$ cat config.mk
export PLATFORM = sky130hd
export DESIGN_NAME = multiplier
export DESIGN_NICKNAME = d
export VERILOG_FILES = /design/src/rtl/multiplier_pkg.sv /design/src/rtl/multiplier_adder.sv /design/src/rtl/multiplier.sv
export SDC_FILE = /design/constraint.sdc
export NUM_CORES = 1
export LEC_CHECK = 0
export CORE_MARGIN = 2
export CORE_UTILIZATION = 45
export CTS_BUF_LIST = sky130_fd_sc_hd__clkbuf_16
export CTS_CLUSTER_SIZE = 12
export DETAILED_ROUTE_END_ITERATION = 10
export GPL_TIMING_DRIVEN = 0
export PLACE_DENSITY = 0.73
export SLEW_MARGIN = 20
export SYNTH_ARGS = -nofsm -noshare
export SYNTH_HDL_FRONTEND = slang
export SYNTH_HIERARCHICAL = 1
export SYNTH_SLANG_ARGS = --single-unit
export TNS_END_PERCENT = 1
$ cat constraint.sdc
create_clock -name i_clock -period 2 [get_ports i_clock]
set_input_delay 0.3 -clock i_clock [delete_from_list [all_inputs] [get_ports i_clock]]
set_output_delay 0.3 -clock i_clock [all_outputs]
set_load 0.05 [all_outputs]
$ cat src/rtl/multiplier_pkg.sv
// Shared core constants for the multi-cycle MUL unit: FSM state encoding
// (also referenced by the ALU decode logic when stalling on MUL) and a
// helper that sizes the step counter.
package multiplier_pkg;

    localparam logic [1:0] ST_IDLE = 2'd0;
    localparam logic [1:0] ST_RUN  = 2'd1;
    localparam logic [1:0] ST_DONE = 2'd2;

    typedef enum logic [1:0] {
        S_IDLE = ST_IDLE,
        S_RUN  = ST_RUN,
        S_DONE = ST_DONE
    } mul_state_t;

    // Counter width able to hold 0..n (the step counter ends one past N-1).
    function automatic int cnt_width(input int n);
        return $clog2(n + 1);
    endfunction

endpackage

$ cat src/rtl/multiplier_adder.sv
// Single N-bit ripple adder shared across all shift-and-add steps.
// Produces the N-bit sum and the carry out; gating by the multiplier
// bit is done by the caller.
module multiplier_adder #(
    parameter int N = 8
) (
    input  logic [N-1:0] i_a,
    input  logic [N-1:0] i_b,
    output logic [N-1:0] o_sum,
    output logic         o_carry
);

    logic [N:0] w_full;

    assign w_full  = {1'b0, i_a} + {1'b0, i_b};
    assign o_sum   = w_full[N-1:0];
    assign o_carry = w_full[N];

endmodule

$ cat src/rtl/multiplier.sv
// Sequential shift-and-add unsigned multiplier. One adder is reused over
// N RUN cycles to build a 2N-bit product; start/ready/done handshake lets
// the issuing logic stall on it.
module multiplier
    import multiplier_pkg::*;
#(
    parameter int N = 8
) (
    input  logic           i_clock,
    input  logic           i_reset,
    input  logic           i_start,
    input  logic [N-1:0]   i_multiplicand,
    input  logic [N-1:0]   i_multiplier,
    output logic           o_ready,
    output logic           o_done,
    output logic [2*N-1:0] o_product
);

    localparam int            CW   = cnt_width(N);
    localparam logic [CW-1:0] LAST = CW'(N - 1);

    mul_state_t    r_state;
    mul_state_t    w_state_next;
    logic [N-1:0]  r_mcand;
    logic [N-1:0]  r_acc_hi;
    logic [N-1:0]  r_acc_lo;
    logic [CW-1:0] r_count;

    logic          w_accept;
    logic          w_ready;
    logic          w_done;
    logic [N-1:0]  w_sum;
    logic          w_carry;
    logic          w_add;
    logic [N-1:0]  w_hi_in;
    logic          w_c_in;

    multiplier_adder #(
        .N(N)
    ) u_adder (
        .i_a     (r_acc_hi),
        .i_b     (r_mcand),
        .o_sum   (w_sum),
        .o_carry (w_carry)
    );

    // Add the multiplicand only when the current multiplier bit is set;
    // otherwise pass the upper half through with no carry.
    assign w_add   = r_acc_lo[0];
    assign w_hi_in = w_add ? w_sum : r_acc_hi;
    assign w_c_in  = w_add & w_carry;

    // State register.
    always_ff @(posedge i_clock) begin
        if (i_reset) begin
            r_state <= S_IDLE;
        end else begin
            r_state <= w_state_next;
        end
    end

    // Next-state and handshake decode; ready/done depend on state only.
    always_comb begin
        w_state_next = r_state;
        w_ready      = 1'b0;
        w_done       = 1'b0;
        w_accept     = 1'b0;
        case (r_state)
            S_IDLE: begin
                w_ready = 1'b1;
                if (i_start) begin
                    w_accept     = 1'b1;
                    w_state_next = S_RUN;
                end
            end
            S_RUN: begin
                if (r_count == LAST) begin
                    w_state_next = S_DONE;
                end
            end
            S_DONE: begin
                w_done       = 1'b1;
                w_state_next = S_IDLE;
            end
            default: begin
                w_state_next = S_IDLE;
            end
        endcase
    end

    // Datapath: load operands on accept, then one add/shift step per RUN
    // cycle. The adder carry becomes the new top bit of the upper half.
    always_ff @(posedge i_clock) begin
        if (i_reset) begin
            r_mcand  <= '0;
            r_acc_hi <= '0;
            r_acc_lo <= '0;
            r_count  <= '0;
        end else if (w_accept) begin
            r_mcand  <= i_multiplicand;
            r_acc_hi <= '0;
            r_acc_lo <= i_multiplier;
            r_count  <= '0;
        end else if (r_state == S_RUN) begin
            {r_acc_hi, r_acc_lo} <= {w_c_in, w_hi_in, r_acc_lo[N-1:1]};
            r_count              <= r_count + CW'(1);
        end
    end

    assign o_ready   = w_ready;
    assign o_done    = w_done;
    assign o_product = {r_acc_hi, r_acc_lo};

endmodule

==> reports/results.tsv <==
stage	metric	value	unit
outcome	outcome	completed	
cells_and_area	Syn-to-layout area delta	36.9	%
sta	final count of hold timing violations	0	
placement	global placer's final weighted congestion	0.927	
routing	DRC violations left	0	
routing	Routed wire per std cell	14.1	um
synthesis	number of flops mapped to enable cells by yosys	0	
sta	setup total negative slack	0	ns
clock_tree	Num CTS Buffers	5	
global_route	initial antenna violation count	0	
synthesis	Seq/Total Area, Yosys	0.377	
die	floorplan die width	63.5	um
clock_tree	root buffer selected by CTS	sky130_fd_sc_hd__clkbuf_16	
sta	fraction of the cycle the final worst path needs	0.952	
die	Die Ht	63.5	um
die	Starting Density	0.474	
synthesis	yosys synthesis warning count	6	
synthesis	Seq cells post-synth	30	
clock_tree	maximum count of clock buffers along a single path	2	
placement	number of port buffers	35	
placement	post-placement worst setup slack	0.0388	ns
cells_and_area	proportion of layout cells with a drive suffix above 1	0.120	
global_route	largest net degree at the start of global routing	11	
power_and_ir_drop	power density normalized to cell area	881	mW/mm^2
setup_path	signal arrival time at the worst endpoint	1.60	ns
sta	time the final worst path needs with I/O delays and setup	1.90	ns
setup_path	kind of launch point of the worst setup path	register	
cells_and_area	number of standard cells in the final layout excluding fillers	271	
sta	fin worst setup slack	0.0954	ns
sta	Fin Clk Skew	0.00275	ns
global_route	number of global-route vias before repair	1479	
cells_and_area	Final #Nets	253	
setup_path	largest fanout on the critical path	10	
clock_tree	number of sinks driven by the clock tree	30	
routing	number of vias in the routed layout	1452	
clock_tree	number of buffers added for setup after CTS	0	
die	I/O Pins	37	
setup_path	kind of critical path	register to primary output	
routing	Post-Route WL	3820	um
cells_and_area	number of antenna repair diodes	0	
die	Die Area	0.00403	sq mm
synthesis	Mapped Avg Cell Area	8.76	sq um
routing	detail-routed via count per cell	5.36	
synthesis	synthesized cell area	0.00159	sq mm
clock_tree	CTS H-tree lvls	2	
sta	top achievable clock speed	525	MHz
synthesis	predominant post-synthesis flop cell	sky130_fd_sc_hd__dfxtp_1	
die	floorplan core area	0.00336	sq mm
sta	worst max-slew margin expressed relative to the limit	0.501	
routing	first-iteration detailed-routing DRC count	45	
sta	count of final setup violators	0	
power_and_ir_drop	Static Leak	0.866	nW
synthesis	nets in the synthesized netlist	211	
flow_run	max-capacitance violation count	0	
setup_path	CP max stage cell	sky130_fd_sc_hd__clkdlybuf4s50_1	
setup_path	kind of capture point of the worst setup path	primary output	
synthesis	unique cell type count in the Yosys netlist	38	
routing	antenna violation net count after detailed routing	0	
clock_tree	hold buffers post-CTS	0	
routing	router iterations before antenna repair	4	
placement	DP Cell Count	263	
sta	setup repair after global routing missed its margin	no	
global_route	Tot GR Track Use	0.214	
global_route	global route total overflow	0	
power_and_ir_drop	maximum VDD drop	0.685	mV
synthesis	Mapped Cells	182	
clock_tree	clock transition at the registers of the reported paths	0.05	ns
setup_path	CP cell instances	buf_6 -> nor2_1 -> clkdlybuf4s50_1	
clock_tree	TritonCTS clock tree	built	
sta	worst hold slack after final layout	0.466	ns
sta	Final Slew Violations	0	
cells_and_area	post-route core utilization	0.649	
synthesis	asr flop ratio synth	0	
setup_path	Largest stage delay, worst path	0.81	ns
min_path	type of the tightest min-delay check	register to register	
sta	worst-margin pin slew	0.745	ns
global_route	global-route wire length before repair	6660	um
placement	HPWL Detailed	2770	um
clock_tree	clock network latency to the later pin of the worst-skew pair	0.28	ns
setup_path	required time of the worst setup path	1.70	ns
die	Row Count	21	
==> timing repair <==
action,4_1_cts,5_1_grt
pin swaps,0,2
setup endpoints to repair,1,2
resized for setup,1,5
==> cell usage after synthesis, drive strengths merged (4+ instances only) <==
library cell / number / share of area
nand3: 4 / 0.013
inv: 5 / 0.012
nand2: 22 / 0.052
a211oi: 14 / 0.069
ha: 9 / 0.071
buf: 7 / 0.039
a21oi: 17 / 0.053
mux2i: 8 / 0.050
o22ai: 8 / 0.031
nor2: 22 / 0.052
dfxtp: 30 / 0.38
==> stage by stage <==
stage | area, sq um | power [W]
after floorplan | 1600 | 0.000950
after detailed placement | 2000 | 0.00108
after global placement | 2000 | 0.00107
final | 2180 | 0.00192
after CTS | 2170 | 0.00193
after global routing | 2180 | 0.00200
==> worst max-delay path: cells and delay by family, from the launching register on <==
kind	cells	cell delay, ns
DFF	1	0.30
buffers and inverters	2	0.94
and+or+nand+nor	1	0.08
==> layout make-up <==
| cell class | count | area (sq um) |
|---|---|---|
| clock buffer | 5 | 125 |
| clock inverter | 3 | 40.0 |
| timing repair buffer | 35 | 349 |
| buffer | 9 | 70.1 |
| tap | 46 | 57.6 |
| fill | 291 | 1180 |
| sequential | 30 | 602 |
| multi-input combinational | 138 | 920 |
| inverter | 5 | 18.8 |
==> cells by family after synthesis <==
logic type                 after synthesis  synth area share
xor gates and xnor gates                 6            0.0330
buffers and inverters                   14            0.0557
DFF                                     30             0.377
muxes                                    9            0.0573
and+or+nand+nor                         64             0.190
AOI/OAI and AO/OA                       49             0.204
adders and majority gates               10            0.0832
==> state kept, by name (all words and copies together), names as in the netlist <==
name and count:
r_acc_hi 8, r_acc_lo 8, r_state 2, r_count 4, r_mcand 8
==> per-layer routing <==
layer  GRT usage  wire length, um  vias to the layer above  share of wire
li1            -                -                      735              -
met1       0.241             1650                      675           0.43
met2       0.372             1900                       34           0.50
met3      0.0554              175                        8          0.046
met4       0.106               90                        0          0.024
met5           0                0                        -              0
==> worst paths after layout <==
path / from / to / slack [ns] / cells after the start
worst max-delay path: r_state[0] / o_ready / 0.1 / 3
worst min-delay path: r_mcand[3] / r_mcand[3] / 0.47 / 2
worst max register to register: r_acc_hi[2] / r_acc_hi[4] / 0.14 / 7
worst min register to register: r_mcand[3] / r_mcand[3] / 0.47 / 2
==> report_power, final <==
part           internal [W]  switching (W)
sequential         0.000637      0.0000311
clock              0.000581       0.000267
combinational      0.000170       0.000235
total               0.00139       0.000533
==> placed cells by master, fill, tap and decap left out, drive strengths merged <==
cell type	count
o22ai	8
clkinv	2
bufinv	1
xor2	3
xnor2	3
nor4	1
o21ai	2
mux2i	8
nand3b	2
or3	1
ha	9
nor3	3
fa	1
dfxtp	30
nor2	22
inv	5
a21oi	17
a2111oi	1
buf	7
clkbuf	7
a311o	2
mux2	1
o21ba	1
nor3b	1
dlygate4sd2	1
clkdlybuf4s50	34
a21o	2
nand3	4
a221oi	1
nor4b	1
nor2b	3
nand2b	3
nand2	22
o21bai	1
a211oi	14
or3b	1
(Power assumes the default switching activity.)
